File: src/rtl/lfsr_ctrl_pkg.sv
// Shared types and constants for the lfsr sequencer/arbiter.
//   state_t       : controller FSM states
//   cmd_op_t      : command opcodes carried on cmd_op
//   ZERO_SEED_SUB : value loaded instead of an all-zero seed
package lfsr_ctrl_pkg;

  typedef enum logic [1:0] {
    IDLE  = 2'b00,
    LOAD  = 2'b01,
    WARM  = 2'b10,
    BURST = 2'b11
  } state_t;

  typedef enum logic [1:0] {
    OP_NOP   = 2'b00,
    OP_SEED  = 2'b01,
    OP_BURST = 2'b10,
    OP_RSVD  = 2'b11
  } cmd_op_t;

  // All-zero is the lfsr lock-up state, so a zero seed is replaced by this.
  localparam logic [7:0] ZERO_SEED_SUB = 8'h01;

endpackage

File: src/rtl/rr_arb2.sv
// 2-way round-robin arbiter.
//   clk, rst_n : clock, asynchronous active-low reset
//   en         : grants allowed this cycle
//   req[1:0]   : level requests
//   gnt[1:0]   : one-hot grant, combinational (zero latency)
// A lone request always wins; on contention the pointer side wins. After
// every grant the pointer moves to the requester that did not win.
module rr_arb2 (
  input  logic       clk,
  input  logic       rst_n,
  input  logic       en,
  input  logic [1:0] req,
  output logic [1:0] gnt
);

  logic ptr;

  always_comb begin
    gnt = '0;
    if (en) begin
      unique case (req)
        2'b01:   gnt = 2'b01;
        2'b10:   gnt = 2'b10;
        2'b11:   gnt = ptr ? 2'b10 : 2'b01;
        default: gnt = '0;
      endcase
    end
  end

  always_ff @(posedge clk or negedge rst_n) begin
    if (!rst_n) begin
      ptr <= 1'b0;
    end else if (gnt[0]) begin
      ptr <= 1'b1;
    end else if (gnt[1]) begin
      ptr <= 1'b0;
    end
  end

endmodule

File: src/rtl/lfsr_ctrl.sv
// Sequencer and arbiter for the 8-bit lfsr.
// Accepts SEED/BURST commands, loads the seed, discards WARMUP steps, then
// shares the generator between two requesters round-robin (one grant = one
// byte + one lfsr step).
//   clk, rst_n           : clock, asynchronous active-low reset
//   cmd_valid/cmd_ready  : command handshake; cmd_op / cmd_arg carry the command
//   abort                : return to IDLE, highest priority
//   lfsr_we/lfsr_seed    : load the lfsr this cycle
//   lfsr_step            : advance the lfsr this cycle
//   lfsr_bits            : current lfsr state
//   req / gnt            : requester levels / one-hot grant
//   rnd_valid/rnd_data   : byte handed to the granted requester
//   busy, err, remaining : status (err is a one-cycle pulse)
module lfsr_ctrl
  import lfsr_ctrl_pkg::*;
#(
  parameter int WIDTH  = 8,
  parameter int WARMUP = 8,
  parameter int NREQ   = 2
) (
  input  logic             clk,
  input  logic             rst_n,
  input  logic             cmd_valid,
  output logic             cmd_ready,
  input  logic [1:0]       cmd_op,
  input  logic [WIDTH-1:0] cmd_arg,
  input  logic             abort,
  output logic             lfsr_we,
  output logic [WIDTH-1:0] lfsr_seed,
  output logic             lfsr_step,
  input  logic [WIDTH-1:0] lfsr_bits,
  input  logic [NREQ-1:0]  req,
  output logic [NREQ-1:0]  gnt,
  output logic             rnd_valid,
  output logic [WIDTH-1:0] rnd_data,
  output logic             busy,
  output logic             err,
  output logic [8:0]       remaining
);

  localparam int WC = (WARMUP > 1) ? $clog2(WARMUP) : 1;

  state_t           state;
  logic             seeded;
  logic [WIDTH-1:0] seed_q;
  logic [WC-1:0]    warm_cnt;
  logic [8:0]       rem_q;
  logic             err_q;
  logic             accept;
  logic             arb_en;

  // abort is folded into every strobe so nothing takes effect in its cycle.
  assign cmd_ready = (state == IDLE) && !abort;
  assign accept    = cmd_valid && cmd_ready;
  assign arb_en    = (state == BURST) && !abort;
  assign lfsr_we   = (state == LOAD) && !abort;
  assign lfsr_seed = lfsr_we ? seed_q : '0;
  assign rnd_valid = |gnt;
  assign rnd_data  = rnd_valid ? lfsr_bits : '0;
  assign lfsr_step = ((state == WARM) && !abort) || rnd_valid;
  assign busy      = (state != IDLE);
  assign err       = err_q;
  assign remaining = rem_q;

  rr_arb2 u_arb (
    .clk   (clk),
    .rst_n (rst_n),
    .en    (arb_en),
    .req   (req),
    .gnt   (gnt)
  );

  always_ff @(posedge clk or negedge rst_n) begin
    if (!rst_n) begin
      state    <= IDLE;
      seeded   <= 1'b0;
      seed_q   <= '0;
      warm_cnt <= '0;
      rem_q    <= '0;
      err_q    <= 1'b0;
    end else begin
      err_q <= accept && (cmd_op == OP_BURST) && !seeded;
      if (abort) begin
        state <= IDLE;
        rem_q <= '0;
      end else begin
        unique case (state)
          IDLE: begin
            if (accept) begin
              if (cmd_op == OP_SEED) begin
                // Zero substitution happens at latch time so LOAD just drives seed_q.
                seed_q <= (cmd_arg == '0) ? WIDTH'(ZERO_SEED_SUB) : cmd_arg;
                state  <= LOAD;
              end else if ((cmd_op == OP_BURST) && seeded) begin
                rem_q <= (cmd_arg == '0) ? 9'd256 : 9'(cmd_arg);
                state <= BURST;
              end
            end
          end
          LOAD: begin
            seeded   <= 1'b1;
            warm_cnt <= WC'(WARMUP - 1);
            state    <= WARM;
          end
          WARM: begin
            if (warm_cnt == '0) begin
              state <= IDLE;
            end else begin
              warm_cnt <= warm_cnt - 1'b1;
            end
          end
          BURST: begin
            if (rnd_valid) begin
              rem_q <= rem_q - 1'b1;
              if (rem_q == 9'd1) begin
                state <= IDLE;
              end
            end
          end
          default: state <= IDLE;
        endcase
      end
    end
  end

endmodule

File: config.mk
export PLATFORM = sky130hd
export DESIGN_NAME = lfsr_ctrl
export DESIGN_NICKNAME = d
export VERILOG_FILES = /design/src/rtl/lfsr_ctrl_pkg.sv /design/src/rtl/rr_arb2.sv /design/src/rtl/lfsr_ctrl.sv
export SDC_FILE = /design/constraint.sdc
export NUM_CORES = 1
export LEC_CHECK = 0
export CAP_MARGIN = 10
export CORE_ASPECT_RATIO = 0.9
export CORE_MARGIN = 2
export CORE_UTILIZATION = 41
export CTS_CLUSTER_SIZE = 8
export DETAILED_ROUTE_END_ITERATION = 8
export PLACE_DENSITY = 0.86
export SLEW_MARGIN = 5
export SYNTH_ARGS = -nofsm -noshare
export SYNTH_HDL_FRONTEND = slang
export SYNTH_HIERARCHICAL = 1
export SYNTH_SLANG_ARGS = --single-unit
File: constraint.sdc
create_clock -name clk -period 1.95 [get_ports clk]
set_input_delay 0.4875 -clock clk [delete_from_list [all_inputs] [get_ports clk]]
set_output_delay 0.4875 -clock clk [all_outputs]
set_load 0.01 [all_outputs]
==> results.cfg <==
[worst_setup_path]
worstPathArrival_ns = 1.63
cp-end-kind = output port
slowest_delay_ns = 0.42
r2r_end = remaining[8]
reg2regPathDepth = 10
crit_slowest_cell = dfrtp_2
worstPathRequired_ns = 1.46
r2r_start = state[0]
path_max_fanout = 4
r2r_slack_ns = 0.05
start_kind = register
path_cells = nand3b_1, inv_2, nand2_4, a21oi_4, nor2_4, clkinvlp_4, and2_4, buf_6
path_class = register to output port

[routing]
initialDrtViolationCount = 180
wl_met2_um = 2781
wl_met1_um = 2260
routed_wl_um = 5552
wl_met3_um = 383
via_per_inst = 5.691
firstDrtPassIters = 6
highest-signal-layer = met4
drcViolationCount = 0
via_count = 1804
ant_nets = 0
wl_per_cell_um = 17.51

[grt]
grt_max_degree = 26
track_usage_pct = 24.49
grt_overflow = 0
antenna_found_initial = 0
grt_pass1_wl_um = 8673
grt_pass1_vias = 1748

[cts]
clk_latency_ns = 0.28
clock_path_buffers = 2
cts_buffers = 3
cts.htree.levels = 1
cts.sinks = 25
path_clk_slew_ns = 0.09
postCtsHoldBufs = 0
cts_tree = done
clock_tree.root_cell = clkbuf_8

[floorplan]
core_area_mm2 = 0.003810
pin_count = 57
start_util_pct = 43.51
dieArea_mm2 = 0.004569
fp.dieH_um = 64.33
die_w_um = 71.03
num_rows = 21

[run_status]
outcome = complete, but fails checks
violations = negative setup slack

[place]
hpwl_um = 3632
placed_area_mm2 = 0.002530
place_congestion = 0.8802
port_buffers = 56

[pwr]
power_density_mw_per_mm2 = 627.6
peakVddDrop_uv = 647.0
finalPower_w = 0.001731
pwr-share-comb_pct = 40.5
p_leak_nw = 1.267
p_sw_share_pct = 33.23
power.internal_w = 0.001156
clock_power_share_pct = 18.4
sequentialPowerShare_pct = 41.1
p_switching_w = 0.0005752

[timing]
worstMarginPinSlew_ns = 0.4854
worst_slack_ns = -0.1693
rsz0062_at_grt = yes
fin_skew_ns = 0.01348
slew_violations = 0
slew-limit-headroom_pct = 67.39
post-route-period-util_pct = 108.7
period_needed_ns = 2.119
setup_viol_count_final = 20
hold_violations = 0
fmax_ghz = 0.4719

[worst_hold_path]
whs_endpoint = err
min_from = seeded
hold_path_depth = 1
hold_class = register to register

[yosys]
syn_inst = 173
synth.cell_area_mm2 = 0.001658
synth_nets = 201
ys_ff_latch = 25
yosys_most_used_dff = dfrtp_1
yosysUniqueCellTypes = 50
async_flop_share_pct = 100.0
seq_area_frac_synth_pct = 37.74
syn_area_per_cell_um2 = 9.583
yosysWarningCount = 6
synth_edf_count = 0

[finish]
syn2layout_area_growth_pct = 66.34
finalNetCount = 300
stdcell_area_mm2 = 0.002758
fillers = 247
antenna_cells = 0
drive_above_1_share_pct = 44.65

[job]
cap_violations = 0
placed cells by master (no fill, tap or decap), types with 3 or more instances in the layout:
cell type and instances:
a21oi_1 10, a21oi_4 3, a2bb2oi_1 3, and2_1 4, and2_4 14, and3_1 4, buf_2 4, buf_4 36
buf_6 22, clkbuf_8 3, clkdlybuf4s50_1 30, dfrtp_1 23, ha_1 4, inv_1 11, mux2_2 8, nand2_1 4
nor2_1 9, nor3_1 6, nor4_1 3, o21ai_0 7, o21ai_1 3, o31ai_1 6
power by group through the flow:
| stage | combinational [W] | clock, W | sequential, W |
|---|---|---|---|
| after detailed placement | 0.000635 | 0 | 0.000713 |
| final | 0.000702 | 0.000319 | 0.000710 |
| after floorplan | 0.000357 | 0 | 0.000706 |
| after CTS | 0.000665 | 0.000318 | 0.000704 |
| after global routing | 0.000755 | 0.000347 | 0.000723 |
| after global placement | 0.000611 | 0 | 0.000705 |
critical path, delay by kind of cell (launching register included):
family | cells | cell delay, ns
compound gates | 1 | 0.04
flops | 1 | 0.42
simple gates | 4 | 0.54
buf+inv | 3 | 0.34
how the worst max path moves through the flow:
stage          slack (ns)     endpoint  cells past startpoint  startpoint
2_1_floorplan       -0.04  rnd_data[0]                      8    state[0]
3_5_place_dp        -0.81  rnd_data[2]                      9       abort
5_1_grt             -0.27  rnd_data[1]                      8    state[1]
4_1_cts             -0.17  rnd_data[2]                      9    state[0]
3_3_place_gp        -0.74  rnd_data[5]                      9       abort
6_report            -0.17  rnd_data[1]                      8    state[0]
cell usage after synthesis (all sizes together) (2+ instances only):
library cell	number	share of area, %
and3	4	1.5
mux2	9	6.1
and2	18	6.8
nor4b	3	2.0
ha	4	3.0
dfrtp	25	38
a2bb2oi	3	1.6
or3	2	1.1
o22ai	2	0.75
a41oi	2	1.5
o31ai	7	3.2
a31oi	2	0.75
inv	13	2.9
nor2b	2	0.75
a21oi	14	5.1
nor4	3	1.1
o21ai	11	3.5
nor3	7	2.8
nor2	13	3.2
a22oi	2	0.91
nand2	7	1.7
buf	5	2.8
state kept, by name, summed over array words and instances, names as in the netlist:
| signal | flops |
|---|---|
| err | 1 |
| remaining | 9 |
| seed_q | 8 |
| seeded | 1 |
| state | 2 |
| u_arb/ptr | 1 |
| warm_cnt | 3 |
routing by layer:
layer  global-route usage, %  vias to the layer above
li1                        -                      823
met1                   30.33                      865
met2                   42.06                      100
met3                   5.205                       16
met4                   8.491                        0
met5                       0                        -
per-stage QoR:
| stage | hold WS, ns | cells | setup TNS [ns] | util, % | setup slack (ns) |
|---|---|---|---|---|---|
| after floorplan | 0.1919 | 173 | -0.3120 | - | -0.03836 |
| after global placement | 0.4456 | 297 | -21.02 | 66.40 | -0.7428 |
| after detailed placement | 0.4590 | 297 | -22.80 | 66.40 | -0.8146 |
| after CTS | 0.4719 | 311 | -1.900 | 70.05 | -0.1686 |
| after global routing | 0.4903 | 317 | -4.141 | 72.38 | -0.2704 |
| final | 0.4603 | 317 | -2.517 | 72.38 | -0.1693 |
logic make-up (layout without fill, tap and decap cells):
kind of cell,after synthesis,in the layout,synth area share (%)
buffers and inverters,19,116,5.962
AND/OR/NAND/NOR,66,67,24.53
adder cells (fa/ha/maj),4,4,3.019
flip-flops,25,25,37.74
multiplexers,10,10,6.717
AO/OA/AOI/OAI,49,49,22.04
cell type report:
type | instances | area, um^2 | area share, %
multi-input combinational | 130 | 1064 | 38.57
timing repair buffer | 98 | 902.1 | 32.71
sequential | 25 | 628.1 | 22.78
tap | 46 | 57.56 | 2.087
inverter | 13 | 53.80 | 1.951
clock buffer | 4 | 45.04 | 1.633
timing repair inverter | 1 | 7.507 | 0.2722
repair_timing:
item	in CTS	in global routing
pin swaps	4	8
buffers inserted	8	6
cloned	2	0
setup endpoints to repair	41	24
gates resized for setup	117	17
(Power assumes the default switching activity.)
